==> src/rtl/dino_jump_if.sv <==
// dino_jump_if - signal bundle between the game-control environment and the
// dino vertical-motion controller.
//   frame_tick : one-cycle pulse per video frame
//   game_run   : 1 = game active, 0 = everything frozen
//   jump_btn   : debounced jump button (level)
//   collide    : collision flag (level)
//   restart    : one-cycle pulse that leaves DEAD
//   pos        : sprite bottom row (screen y)
//   state      : GROUND=0, RISE=1, FALL=2, DEAD=3
//   airborne   : state is RISE or FALL
//   dead       : state is DEAD
//   landed     : one-cycle pulse on touchdown
// master = environment side (drives controls), slave = controller side.
interface dino_jump_if;
  logic       frame_tick;
  logic       game_run;
  logic       jump_btn;
  logic       collide;
  logic       restart;
  logic [8:0] pos;
  logic [1:0] state;
  logic       airborne;
  logic       dead;
  logic       landed;

  modport master (
    output frame_tick, game_run, jump_btn, collide, restart,
    input  pos, state, airborne, dead, landed
  );

  modport slave (
    input  frame_tick, game_run, jump_btn, collide, restart,
    output pos, state, airborne, dead, landed
  );
endinterface

==> src/rtl/dino_jump_ctrl.sv <==
// dino_jump_ctrl - per-frame vertical-motion controller for the dino sprite.
// Turns jump presses into a ground/rise/fall/dead trajectory with integer
// gravity and drives the sprite bottom row. Motion advances once per
// frame_tick; all outputs are registered.
// Ports:
//   clk  : system clock
//   rst  : synchronous, active-high reset
//   bus  : dino_jump_if.slave (controls in, pos/state/flags out)
module dino_jump_ctrl #(
  parameter int GROUND_Y = 300,
  parameter int MIN_Y    = 100,
  parameter int JUMP_V0  = 12,
  parameter int SHORT_V  = 4,
  parameter int GRAVITY  = 1,
  parameter int MAX_FALL = 15
) (
  input  logic          clk,
  input  logic          rst,
  dino_jump_if.slave    bus
);

  typedef enum logic [1:0] {
    ST_GROUND = 2'd0,
    ST_RISE   = 2'd1,
    ST_FALL   = 2'd2,
    ST_DEAD   = 2'd3
  } state_e;

  localparam logic [8:0] GROUND_Y_W = 9'(GROUND_Y);
  localparam logic [9:0] GROUND_Y_X = 10'(GROUND_Y);
  localparam logic [8:0] MIN_Y_W    = 9'(MIN_Y);
  localparam logic [5:0] JUMP_V0_W  = 6'(JUMP_V0);
  localparam logic [5:0] SHORT_V_W  = 6'(SHORT_V);
  localparam logic [5:0] GRAVITY_W  = 6'(GRAVITY);
  localparam logic [5:0] MAX_FALL_W = 6'(MAX_FALL);

  state_e     state_q, state_d;
  logic [8:0] pos_q, pos_d;
  logic [5:0] vel_q, vel_d;
  logic       jump_req_q, jump_req_d;
  logic       btn_q, btn_d;
  logic       landed_q, landed_d;
  logic       airborne_q, airborne_d;
  logic       dead_q, dead_d;

  logic              btn_edge_s;
  logic [5:0]        v_eff_s;
  logic signed [9:0] rise_pos_s;
  logic [6:0]        fall_sum_s;
  logic [5:0]        vn_s;
  logic [9:0]        fall_pos_s;

  // Releasing the button caps the rise speed, giving variable jump height.
  assign btn_edge_s = bus.jump_btn & ~btn_q;
  assign v_eff_s    = (!bus.jump_btn && (vel_q > SHORT_V_W)) ? SHORT_V_W : vel_q;
  // 10-bit arithmetic so the ceiling/floor clamps see the true result.
  assign rise_pos_s = $signed({1'b0, pos_q}) - $signed({4'b0000, v_eff_s});
  assign fall_sum_s = {1'b0, vel_q} + {1'b0, GRAVITY_W};
  assign vn_s       = (fall_sum_s > {1'b0, MAX_FALL_W}) ? MAX_FALL_W : fall_sum_s[5:0];
  assign fall_pos_s = {1'b0, pos_q} + {4'b0000, vn_s};

  // State register: all controller state and registered outputs.
  always_ff @(posedge clk) begin
    if (rst) begin
      state_q    <= ST_GROUND;
      pos_q      <= GROUND_Y_W;
      vel_q      <= 6'd0;
      jump_req_q <= 1'b0;
      btn_q      <= 1'b0;
      landed_q   <= 1'b0;
      airborne_q <= 1'b0;
      dead_q     <= 1'b0;
    end else begin
      state_q    <= state_d;
      pos_q      <= pos_d;
      vel_q      <= vel_d;
      jump_req_q <= jump_req_d;
      btn_q      <= btn_d;
      landed_q   <= landed_d;
      airborne_q <= airborne_d;
      dead_q     <= dead_d;
    end
  end

  // Next-state logic: freeze, death/restart, launch and per-frame motion.
  always_comb begin
    state_d    = state_q;
    pos_d      = pos_q;
    vel_d      = vel_q;
    jump_req_d = jump_req_q;
    btn_d      = btn_q;
    landed_d   = 1'b0;
    if (!bus.game_run) begin
      // Frozen: nothing moves and no button edge is latched.
      btn_d = btn_q;
    end else if (state_q == ST_DEAD) begin
      btn_d = bus.jump_btn;
      // restart beats a same-cycle collide.
      if (bus.restart) begin
        state_d    = ST_GROUND;
        pos_d      = GROUND_Y_W;
        vel_d      = 6'd0;
        jump_req_d = 1'b0;
      end else begin
        state_d = ST_DEAD;
      end
    end else if (bus.collide) begin
      // Collision beats a same-cycle tick: no motion update.
      btn_d      = bus.jump_btn;
      state_d    = ST_DEAD;
      jump_req_d = 1'b0;
    end else begin
      btn_d = bus.jump_btn;
      case (state_q)
        ST_GROUND: begin
          if (bus.frame_tick && jump_req_q) begin
            // Launch tick: position unchanged, speed loaded.
            state_d    = ST_RISE;
            vel_d      = JUMP_V0_W;
            jump_req_d = 1'b0;
          end else if (btn_edge_s) begin
            jump_req_d = 1'b1;
          end else begin
            jump_req_d = jump_req_q;
          end
        end
        ST_RISE: begin
          if (bus.frame_tick) begin
            if (rise_pos_s < $signed({1'b0, MIN_Y_W})) begin
              pos_d   = MIN_Y_W;
              vel_d   = 6'd0;
              state_d = ST_FALL;
            end else begin
              pos_d = rise_pos_s[8:0];
              if (v_eff_s <= GRAVITY_W) begin
                vel_d   = 6'd0;
                state_d = ST_FALL;
              end else begin
                vel_d = v_eff_s - GRAVITY_W;
              end
            end
          end else begin
            state_d = ST_RISE;
          end
        end
        ST_FALL: begin
          if (bus.frame_tick) begin
            if (fall_pos_s >= GROUND_Y_X) begin
              pos_d    = GROUND_Y_W;
              vel_d    = 6'd0;
              state_d  = ST_GROUND;
              landed_d = 1'b1;
            end else begin
              pos_d = fall_pos_s[8:0];
              vel_d = vn_s;
            end
          end else begin
            state_d = ST_FALL;
          end
        end
        default: begin
          state_d = state_q;
        end
      endcase
    end
  end

  // Output decode from the next state so the flags register alongside it.
  always_comb begin
    airborne_d = (state_d == ST_RISE) || (state_d == ST_FALL);
    dead_d     = (state_d == ST_DEAD);
  end

  assign bus.pos      = pos_q;
  assign bus.state    = state_q;
  assign bus.airborne = airborne_q;
  assign bus.dead     = dead_q;
  assign bus.landed   = landed_q;

endmodule
==> src/flat_wrapper.sv <==
// flat-port wrapper written by rule: the top's interface ports become plain ports
module dino_jump_ctrl_flat 
#(
  parameter int GROUND_Y = 300,
  parameter int MIN_Y    = 100,
  parameter int JUMP_V0  = 12,
  parameter int SHORT_V  = 4,
  parameter int GRAVITY  = 1,
  parameter int MAX_FALL = 15
)
  (clk, rst, bus_frame_tick, bus_game_run, bus_jump_btn, bus_collide, bus_restart, bus_pos, bus_state, bus_airborne, bus_dead, bus_landed);
  dino_jump_if bus_i ();
  input  logic clk;
  input  logic rst;
  input wire logic [$bits(bus_i.frame_tick)-1:0] bus_frame_tick;
  input wire logic [$bits(bus_i.game_run)-1:0] bus_game_run;
  input wire logic [$bits(bus_i.jump_btn)-1:0] bus_jump_btn;
  input wire logic [$bits(bus_i.collide)-1:0] bus_collide;
  input wire logic [$bits(bus_i.restart)-1:0] bus_restart;
  output wire logic [$bits(bus_i.pos)-1:0] bus_pos;
  output wire logic [$bits(bus_i.state)-1:0] bus_state;
  output wire logic [$bits(bus_i.airborne)-1:0] bus_airborne;
  output wire logic [$bits(bus_i.dead)-1:0] bus_dead;
  output wire logic [$bits(bus_i.landed)-1:0] bus_landed;
  assign bus_i.frame_tick = bus_frame_tick;
  assign bus_i.game_run = bus_game_run;
  assign bus_i.jump_btn = bus_jump_btn;
  assign bus_i.collide = bus_collide;
  assign bus_i.restart = bus_restart;
  assign bus_pos = bus_i.pos;
  assign bus_state = bus_i.state;
  assign bus_airborne = bus_i.airborne;
  assign bus_dead = bus_i.dead;
  assign bus_landed = bus_i.landed;
  dino_jump_ctrl #(.GROUND_Y(GROUND_Y), .MIN_Y(MIN_Y), .JUMP_V0(JUMP_V0), .SHORT_V(SHORT_V), .GRAVITY(GRAVITY), .MAX_FALL(MAX_FALL)) u_core (.clk(clk), .rst(rst), .bus(bus_i));
endmodule
==> config.mk <==
export PLATFORM = sky130hd
export DESIGN_NAME = dino_jump_ctrl_flat
export DESIGN_NICKNAME = d
export VERILOG_FILES = /design/src/rtl/dino_jump_if.sv /design/src/rtl/dino_jump_ctrl.sv /design/src/flat_wrapper.sv
export SDC_FILE = /design/constraint.sdc
export NUM_CORES = 1
export LEC_CHECK = 0
export CORE_MARGIN = 10
export CORE_UTILIZATION = 25
export CTS_BUF_LIST = sky130_fd_sc_hd__clkbuf_4 sky130_fd_sc_hd__clkbuf_8
export DETAILED_ROUTE_END_ITERATION = 16
export DONT_BUFFER_PORTS = 1
export GPL_TIMING_DRIVEN = 1
export PLACE_DENSITY_LB_ADDON = 0.3
export REMOVE_ABC_BUFFERS = 1
export SYNTH_ARGS = -nofsm -noshare
export SYNTH_HDL_FRONTEND = slang
export SYNTH_SLANG_ARGS = --single-unit
export TNS_END_PERCENT = 5
==> constraint.sdc <==
create_clock -name clk -period 4.38 [get_ports clk]
set_input_delay 0.876 -clock clk [delete_from_list [all_inputs] [get_ports clk]]
set_output_delay 0.876 -clock clk [all_outputs]
set_load 0.02 [all_outputs]
==> metrics.md, run 1 <==
| Metric | Value |
|---|---|
| Max-slew headroom | `55.3%` |
| Core area | `9730 µm²` |
| Per-cell routed wire length | `16.9 µm` |
| Max stage delay cell, worst path | `dfxtp_2` |
| Cell count after synthesis | `318` |
| Req. time, crit path | `4600 ps` |
| Netlist cell types | `74` |
| Clock period minus worst slack | `4030 ps` |
| Final Max Slew Viols | `0` |
| Synth async-reset ratio | `0%` |
| Synthesized flop and latch total | `22` |
| Hold Path Stages | `2` |
| Pre-antenna DRT Iters | `4` |
| Die area | `14300 µm²` |
| Vias | `2431` |
| DR iter-0 viols | `176` |
| Critical path class | `flip-flop to flip-flop` |
| Largest net degree at the start of global routing | `20` |
| Setup_tns | `0 ps` |
| Synth-to-Final Area Change | `9.02%` |
| Critical path peak fanout | `10` |
| Initial antenna violation count | `0` |
| Post-route design area | `2710 µm²` |
| Final ANT Viol Nets | `0` |
| Die W | `120 µm` |
| Postcts setup bufs | `0` |
| Antenna cells | `0` |
| Skew-Pair Late Insertion Delay | `270 ps` |
| # rows | `36` |
| Leak pwr | `1.04 nW` |
| Sequential-to-total area share from yosys stat | `17.7%` |
| Total GRT Usage | `10.2%` |
| Worst Setup End Kind | `flip-flop` |
| Top_reg_cell synth | `dfxtp_1` |
| Worst flop-to-flop path endpoint | `u_core.bus.pos[0]$_SDFFE_PP0P_` |
| Fin crit share | `92.1%` |
| Maximum root-to-sink buffer count | `2` |
| Initial Utilization | `25.5%` |
| Clock transition at path regs | `90 ps` |
| Post-layout nets | `349` |
| Slew @ Worst Pin | `665 ps` |
| Outcome | `finished clean` |
| Placed insts | `446` |
| CTS sink cnt | `22` |
| Vias in the first global route | `2266` |
| Maximum VDD drop | `152 µV` |
| Num CTS Buffers | `3` |
| Crit-path max cell delay | `430 ps` |
| Power, Total | `0.607 mW` |
| CTS tree | `done` |
| Layout Skew | `5.77 ps` |
| Post-Syn Area per Cell | `7.81 µm²` |
| Share of layout cells above drive strength 1 | `10.1%` |
| Via density | `5.41` |
| I/O Pins | `21` |
| Number of synthesized flops with an enable pin | `0` |
| HP Start | `u_core.jump_req_q$_SDFFE_PP0P_` |
| Final RePlAce weighted congestion | `0.877` |
| CTS H-tree depth | `1` |
| GRT overflow | `0` |
| Post-DP HPWL | `6.08 mm` |
| DP Area | `2650 µm²` |
| RSZ-0062 raised after global routing | `false` |
| R2R Setup Slk | `350 ps` |
| Endpoints failing setup | `0` |
| Reg2reg start | `u_core.vel_q[1]$_SDFFE_PP0P_` |
| Critical path cell sequence | `ha_1 -> nand3_1 -> a21oi_1 -> mux2i_1 -> a211oi_1 -> buf_4 -> nand2_1 -> ha_1 -> fa_1 -> xnor2_1 -> buf_4 -> nor2_1 -> a221oi_2 -> nor3_1 -> o31a_1 -> nor4_4 -> a221o_1` |
| Hold-critical path endpoint | `u_core.jump_req_q$_SDFFE_PP0P_` |
| # DRC | `0` |
| Die Y-Extent | `120 µm` |
| Yosys warns | `0` |
| CTS Root Cell | `clkbuf_8` |
| Worst Reg2Reg Path Length in Cells | `17` |
| Hold WC Path Type | `flip-flop to flip-flop` |
| IO buf count | `0` |
| WHS | `531 ps` |
| Global-route wire length before repair | `12.1 mm` |
| WL final | `7.59 mm` |
| Max Fclk | `248 MHz` |
| Mapped cell area | `2480 µm²` |
| Power density over the cells | `224 nW/µm²` |
| Hold Buf Count CTS | `0` |
| Worst setup SP type | `flip-flop` |
| Crit path arrival time | `4250 ps` |
| Max-cap violations | `0` |
| Final Hold Fails | `0` |
| Post-route insts no fill | `449` |
[repair_timing]
item | 4_1_cts | 5_1_grt
gates resized for setup | 0 | 5
endpoints found under the setup margin | 0 | 9
hold endpoints to repair | 0 | 0
[state kept, by name (all words and copies together), names as in the netlist, named ones only]
name                 cells
u_core.jump_req_q        1
u_core.btn_q             1
u_core.bus.state         1
u_core.bus.pos           9
u_core.bus.dead          1
u_core.vel_q             6
u_core.bus.airborne      1
u_core.bus.landed        1
[layer usage]
layer	GRT usage, %	up-vias	routed length, µm	share of wire, %
li1	-	1194	-	-
met1	13.1	1166	3440	45
met2	17.1	65	3540	47
met3	2.48	6	520	6.8
met4	1.89	0	98	1.3
met5	0	-	0	0
[cell usage in the layout (no fill, tap or decap), drive strengths merged, types with 8 or more instances in the layout]
master,count
a21oi,15
buf,8
dfxtp,22
ha,22
inv,20
nand2,26
nand3,14
nor2,25
nor3,18
o21ai,9
xnor2,9
[synth_stat cells, types with 4 or more instances]
cell | n | area share (%)
nand2_1 | 26 | 3.9
xnor2_1 | 8 | 2.8
nor2_1 | 25 | 3.8
dfxtp_1 | 22 | 18
buf_2 | 4 | 0.81
nand2b_1 | 5 | 1.3
nand3_1 | 13 | 2.6
xor2_1 | 4 | 1.4
a21o_1 | 7 | 2.1
o21a_1 | 4 | 1.2
clkbuf_1 | 9 | 1.4
ha_1 | 22 | 11
a21oi_1 | 15 | 3.0
a31oi_1 | 5 | 1.3
inv_1 | 19 | 2.9
nor3_1 | 17 | 3.4
or3_1 | 5 | 1.3
a22o_1 | 4 | 1.4
o21ai_0 | 9 | 1.8
nor2b_1 | 6 | 1.5
[where the power goes]
| part | total [mW] | internal (mW) | leakage (nW) | switching [mW] |
|---|---|---|---|---|
| registers | 0.236 | 0.210 | 0.180 | 0.0256 |
| logic | 0.236 | 0.0935 | 0.841 | 0.142 |
| clock network | 0.136 | 0.0617 | 0.0216 | 0.0744 |
[kinds of logic (layout without fill, tap and decap cells)]
kind of cell	count (synthesis)	in the layout	share of synthesized area [%]
mux	3	3	1.21
xor+xnor	13	13	4.89
other cells	1	2	0.151
buf+inv	34	31	5.64
compound gates	97	97	31.7
simple gates	124	124	26.0
flops	22	22	17.7
fa+ha+maj	24	24	12.7
[area by class of cell]
type	instances	area (µm²)
timing repair buffer	8	60.1
clock buffer	3	41.3
fill	1110	7020
tap	133	166
sequential	22	443
multi-input combinational	263	1920
inverter	20	75.1
[stage by stage]
| step | setup slack [ps] | utilization [%] |
|---|---|---|
| 2_1_floorplan | 469 | - |
| 3_3_place_gp | 144 | 27.2 |
| 3_5_place_dp | 175 | 27.2 |
| 4_1_cts | 135 | 27.6 |
| 5_1_grt | 68.9 | 27.8 |
| 6_report | 348 | 27.8 |
[worst max-delay path: cells and delay by family, from the launching register on]
family                   cells  cell delay [ps]
flip-flops                   1              430
AND/OR/NAND/NOR              5              770
buffers and inverters        2              330
XOR/XNOR                     1              270
multiplexers                 1              100
AO/OA/AOI/OAI                5             1230
adder cells (fa/ha/maj)      3              840
[worst max-delay path by stage]
stage	from	endpoint	slack (ps)	cells past startpoint
final	u_core.vel_q[1]$_SDFFE_PP0P_	u_core.bus.pos[0]$_SDFFE_PP0P_	350	17
after global routing	u_core.vel_q[1]$_SDFFE_PP0P_	u_core.bus.airborne$_SDFF_PP0_	70	19
after CTS	u_core.vel_q[1]$_SDFFE_PP0P_	u_core.bus.airborne$_SDFF_PP0_	140	18
after detailed placement	u_core.vel_q[1]$_SDFFE_PP0P_	u_core.bus.pos[0]$_SDFFE_PP0P_	170	16
after global placement	u_core.vel_q[1]$_SDFFE_PP0P_	u_core.bus.airborne$_SDFF_PP0_	140	18
after floorplan	u_core.vel_q[0]$_SDFFE_PP0P_	u_core.bus.airborne$_SDFF_PP0_	470	17
Power figures use the tool's default switching activity.
==> inputs of run 2 (changes only) <==
--- a/config.mk
+++ b/config.mk
@@ -5,6 +5,9 @@
 export SDC_FILE = /design/constraint.sdc
 export NUM_CORES = 1
 export LEC_CHECK = 0
+export CELL_PAD_IN_SITES_DETAIL_PLACEMENT = 0
+export CELL_PAD_IN_SITES_GLOBAL_PLACEMENT = 2
+export CORE_ASPECT_RATIO = 1.4
 export CORE_MARGIN = 10
 export CORE_UTILIZATION = 25
 export CTS_BUF_LIST = sky130_fd_sc_hd__clkbuf_4 sky130_fd_sc_hd__clkbuf_8
@@ -13,6 +16,7 @@
 export GPL_TIMING_DRIVEN = 1
 export PLACE_DENSITY_LB_ADDON = 0.3
 export REMOVE_ABC_BUFFERS = 1
+export SLEW_MARGIN = 10
 export SYNTH_ARGS = -nofsm -noshare
 export SYNTH_HDL_FRONTEND = slang
 export SYNTH_SLANG_ARGS = --single-unit
==> run 2 against run 1 <==
Against the previous run: non-clock buffer count rose by 4; cell area rose by 1.8%; critical path type unchanged; critical path depth fell by 2; core utilization rose by 0.32 points; global-route usage rose by 1.1 points; clock-buffer cell count rose by 1; setup slack improved by 55 ps; clock power rose by 19%; largest cell class unchanged; wire length rose by 7.2%; maximum frequency rose by 1.4%; largest power group is now combinational logic; final cell count rose by 1.6%.
==> metrics.md, run 2 (same netlist as run 1, synthesis figures left out) <==
| Metric | Value |
|---|---|
| Outcome | `finished clean` |
| Pre-antenna DRT Iters | `4` |
| Share of layout cells above drive strength 1 | `11.2%` |
| Max Fclk | `251 MHz` |
| Leak pwr | `1.07 nW` |
| Critical path peak fanout | `7` |
| RSZ-0062 raised after global routing | `false` |
| IO buf count | `0` |
| Skew-Pair Late Insertion Delay | `270 ps` |
| Global-route wire length before repair | `13.1 mm` |
| Antenna cells | `0` |
| # rows | `43` |
| Final Max Slew Viols | `0` |
| Setup_tns | `0 ps` |
| Clock period minus worst slack | `3980 ps` |
| Req. time, crit path | `4600 ps` |
| Fin util | `28.1%` |
| CTS sink cnt | `22` |
| Postcts setup bufs | `0` |
| Vias in the first global route | `2412` |
| Max reg flops | `9` |
| Final ANT Viol Nets | `0` |
| Endpoints failing setup | `0` |
| Clock transition at path regs | `100 ps` |
| Most common cell after layout, fill and taps aside | `nand2_1` |
| Most frequent cells in the layout | `26 x nand2_1, 25 x nor2_1, 22 x ha_1, 22 x dfxtp_1, 19 x inv_1` |
| Die area | `14400 µm²` |
| Post-layout nets | `353` |
| Initial antenna violation count | `0` |
| R2R Setup Slk | `400 ps` |
| WL final | `8.14 mm` |
| Max-slew headroom | `59.6%` |
| GRT overflow | `0` |
| Via density | `5.27` |
| CTS Root Cell | `clkbuf_8` |
| Num CTS Buffers | `3` |
| Core area | `9790 µm²` |
| Per-cell routed wire length | `17.8 µm` |
| Hold WC Path Type | `flip-flop to flip-flop` |
| CTS tree | `done` |
| I/O Pins | `21` |
| Max-cap violations | `0` |
| Slew @ Worst Pin | `605 ps` |
| Final Hold Fails | `0` |
| Total GRT Usage | `11.3%` |
| Post-DP HPWL | `6.71 mm` |
| Hold Buf Count CTS | `0` |
| Power density over the cells | `231 nW/µm²` |
| Worst Setup End Kind | `flip-flop` |
| Synth-to-Final Area Change | `11.0%` |
| Final RePlAce weighted congestion | `0.833` |
| Die W | `104 µm` |
| Critical path class | `flip-flop to flip-flop` |
| Worst setup SP type | `flip-flop` |
| Layout Skew | `2.99 ps` |
| # DRC | `0` |
| Fin crit share | `90.8%` |
| DR iter-0 viols | `106` |
| CTS H-tree depth | `1` |
| Crit path arrival time | `4200 ps` |
| Maximum VDD drop | `97.7 µV` |
| Vias | `2404` |
| Largest net degree at the start of global routing | `20` |
| Die Y-Extent | `138 µm` |
| Maximum root-to-sink buffer count | `2` |
| Initial Utilization | `25.4%` |
| Power, Total | `0.637 mW` |
-- run 2: cell types whose count changed in the layout (fill, tap and decap cells not counted) --
cell | before | now
buf_4 | 8 | 12
dfxtp_1 | 20 | 22
dfxtp_2 | 2 | 0
a211oi_1 | 3 | 2
a211oi_2 | 2 | 3
clkbuf_8 | 3 | 4
o21ai_0 | 9 | 8
o21ai_1 | 0 | 1
-- run 2: worst max-delay path: stages, from the launching register on --
cell	delay [ps]
dfxtp_1	460
ha_1	240
nand3_1	100
a21oi_1	130
mux2i_1	110
a211oi_2	310
nand2_1	130
ha_1	230
fa_1	420
a211oi_2	280
o21bai_1	160
a221oi_2	340
nor3_1	110
o31a_1	300
nor4_4	410
a221o_1	210
-- run 2: per-layer routing --
layer | routed length (µm) | global-route usage (%) | part of all wire [%] | vias up
met1 | 3340 | 12.4 | 41 | 1142
met5 | 0 | 0 | 0 | -
li1 | - | - | - | 1202
met3 | 273 | 1.63 | 3.4 | 8
met2 | 4380 | 22.1 | 54 | 52
met4 | 144 | 3.41 | 1.8 | 0
-- run 2: area by class of cell --
cell class	count	area [µm²]
inverter	20	75.1
fill	1096	7040
clock buffer	4	55.1
tap	135	169
multi-input combinational	263	1930
sequential	22	440
timing repair buffer	12	90.1
-- run 2: repair_timing --
action                     in CTS  in global routing
setup endpoints to repair       0                  9
hold endpoints to repair        0                  0
gates resized for setup         0                  5
-- run 2: report_power, final --
| group | switching [mW] | total (mW) | internal (mW) | leakage, nW |
|---|---|---|---|---|
| Sequential | 0.0235 | 0.233 | 0.210 | 0.179 |
| Clock | 0.0816 | 0.162 | 0.0805 | 0.0288 |
| Combinational | 0.145 | 0.241 | 0.0965 | 0.863 |
-- run 2: path summary, 6_finish.rpt --
| check | depth (start not counted) | end | startpoint |
|---|---|---|---|
| min | 2 | u_core.btn_q$_SDFFE_PP0P_ | u_core.btn_q$_SDFFE_PP0P_ |
| min reg2reg | 2 | u_core.btn_q$_SDFFE_PP0P_ | u_core.btn_q$_SDFFE_PP0P_ |
| max | 15 | u_core.bus.pos[0]$_SDFFE_PP0P_ | u_core.vel_q[1]$_SDFFE_PP0P_ |
| max reg2reg | 15 | u_core.bus.pos[0]$_SDFFE_PP0P_ | u_core.vel_q[1]$_SDFFE_PP0P_ |
-- run 2: per-stage QoR --
step,cell area [µm²],setup slack (ps),hold slack [ps],cells
after floorplan,2420,469,462,305
after CTS,2740,90.0,539,456
final,2760,403,526,456
after detailed placement,2680,126,504,452
after global routing,2760,20.9,559,456
after global placement,2680,219,486,452
==> inputs of run 3 (changes only) <==
--- a/config.mk
+++ b/config.mk
@@ -9,7 +9,7 @@
 export CELL_PAD_IN_SITES_GLOBAL_PLACEMENT = 2
 export CORE_ASPECT_RATIO = 1.4
 export CORE_MARGIN = 10
-export CORE_UTILIZATION = 25
+export CORE_UTILIZATION = 39
 export CTS_BUF_LIST = sky130_fd_sc_hd__clkbuf_4 sky130_fd_sc_hd__clkbuf_8
 export DETAILED_ROUTE_END_ITERATION = 16
 export DONT_BUFFER_PORTS = 1
==> run 3 against run 2 <==
Against the previous run: wire length fell by 6.3%; critical path depth rose by 3; sequential power barely moved; sequential share of layout area rose by 0.42 points; core utilization rose by 15 points; die area fell by 30%; flip-flop and latch count did not move; total power rose by 5.9%.
==> metrics.md, run 3 (same netlist as run 1, synthesis figures left out) <==
| Metric | Value |
|---|---|
| Maximum VDD drop | `112 µV` |
| Num CTS Buffers | `3` |
| Reg2reg start | `u_core.vel_q[0]$_SDFFE_PP0P_` |
| Worst Reg2Reg Path Length in Cells | `18` |
| Largest net degree at the start of global routing | `20` |
| # rows | `34` |
| Share of layout cells above drive strength 1 | `10.9%` |
| Place WS | `164 ps` |
| Final Max Slew Viols | `0` |
| Via density | `6.15` |
| Slew @ Worst Pin | `608 ps` |
| Initial antenna violation count | `0` |
| Die W | `87.4 µm` |
| Initial Utilization | `40.0%` |
| Vias | `2412` |
| CTS tree | `done` |
| CTS Root Cell | `clkbuf_8` |
| # DRC | `0` |
| Endpoints failing setup | `0` |
| Layout Skew | `8.18 ps` |
| Setup_tns | `0 ps` |
| Post-DP HPWL | `6.11 mm` |
| Hold Path Stages | `2` |
| Final Hold Fails | `0` |
| WL final | `7.63 mm` |
| Max reg flops | `9` |
| Critical path class | `flip-flop to flip-flop` |
| R2R Setup Slk | `380 ps` |
| Setup ws final | `378 ps` |
| Synth-to-Final Area Change | `8.17%` |
| IO buf count | `0` |
| Antenna cells | `0` |
| Leak pwr | `1.07 nW` |
| RSZ-0062 raised after global routing | `false` |
| Fin util | `43.2%` |
| Most frequent cells in the layout | `26 x nand2_1, 25 x nor2_1, 22 x ha_1, 22 x dfxtp_1, 19 x inv_1` |
| Vias in the first global route | `2342` |
| Hold WC Path Type | `flip-flop to flip-flop` |
| CTS H-tree depth | `1` |
| Clock period minus worst slack | `4000 ps` |
| Skew-Pair Late Insertion Delay | `280 ps` |
| Die area | `10000 µm²` |
| Final ANT Viol Nets | `0` |
| Fin crit share | `91.4%` |
| Worst setup startpoint | `u_core.vel_q[0]$_SDFFE_PP0P_` |
| Clock transition at path regs | `100 ps` |
| Max-slew headroom | `59.1%` |
| GRT overflow | `0` |
| Worst Setup End Kind | `flip-flop` |
| Postcts setup bufs | `0` |
| Critical path peak fanout | `7` |
| Final RePlAce weighted congestion | `0.911` |
| Outcome | `finished clean` |
| Die Y-Extent | `114 µm` |
| Power density over the cells | `251 nW/µm²` |
| Max-cap violations | `0` |
| I/O Pins | `21` |
| Maximum root-to-sink buffer count | `2` |
| Per-cell routed wire length | `19.5 µm` |
| Worst setup SP type | `flip-flop` |
| Most common cell after layout, fill and taps aside | `nand2_1` |
| HP Start | `u_core.btn_q$_SDFFE_PP0P_` |
| Max Fclk | `250 MHz` |
| Total GRT Usage | `15.2%` |
| Req. time, crit path | `4560 ps` |
| Pre-antenna DRT Iters | `4` |
| Crit path arrival time | `4190 ps` |
| Post-layout nets | `352` |
| Global-route wire length before repair | `12.3 mm` |
| DR iter-0 viols | `177` |
| Core area | `6210 µm²` |
| CTS sink cnt | `22` |
| Power, Total | `0.674 mW` |
## run 3: worst paths after layout
check	to
setup / recovery	u_core.bus.airborne$_SDFF_PP0_
hold / removal	u_core.btn_q$_SDFFE_PP0P_
setup reg to reg	u_core.bus.airborne$_SDFF_PP0_
hold reg to reg	u_core.btn_q$_SDFFE_PP0P_
## run 3: metal layers
metal  part of all wire (%)  track usage, %  up-vias
met3                    3.6            2.07        6
met5                      0               0        -
met4                    1.8            4.58        0
met2                     50            26.2       55
met1                     44            18.8     1149
li1                       -               -     1202
## run 3: cell type report
| cell class | instances | area (µm²) |
|---|---|---|
| fillers | 641 | 3530 |
| multi-input cells | 263 | 1930 |
| flip-flops and latches | 22 | 440 |
| well taps | 72 | 90.1 |
| repair buffers | 11 | 82.6 |
| inverters | 20 | 75.1 |
| clock buffers | 3 | 41.3 |
| clock inverters | 1 | 30.0 |
## run 3: what timing repair did
item | 4_1_cts | 5_1_grt
endpoints found under the setup margin | 0 | 8
hold buffers | 0 | 0
hold endpoints to repair | 0 | 0
gates resized for setup | 0 | 5
## run 3: critical path: stages (launching register included)
cell,delay [ps]
dfxtp_1,360
inv_1,110
ha_1,160
nand2b_1,90
a21oi_1,100
nand2b_1,200
inv_1,120
ha_1,190
inv_1,60
fa_1,380
a21oi_1,300
o2111ai_2,150
xnor2_1,200
a2111oi_4,600
a21oi_1,230
nand3_1,170
nand3_1,90
ha_1,270
nor2b_1,120
## run 3: stage by stage
stage | hold WS (ps) | area [µm²] | instances
detailed placement | 486 | 2590 | 388
global route | 564 | 2690 | 392
floorplan | 462 | 2420 | 305
finish | 511 | 2690 | 392
global placement | 485 | 2590 | 388
CTS | 515 | 2670 | 392
## run 3: power by group
part           switching [mW]  total (mW)  internal (mW)
combinational           0.143       0.239         0.0953
clock                  0.0805       0.203          0.122
sequential             0.0230       0.233          0.210
total                   0.247       0.674          0.428
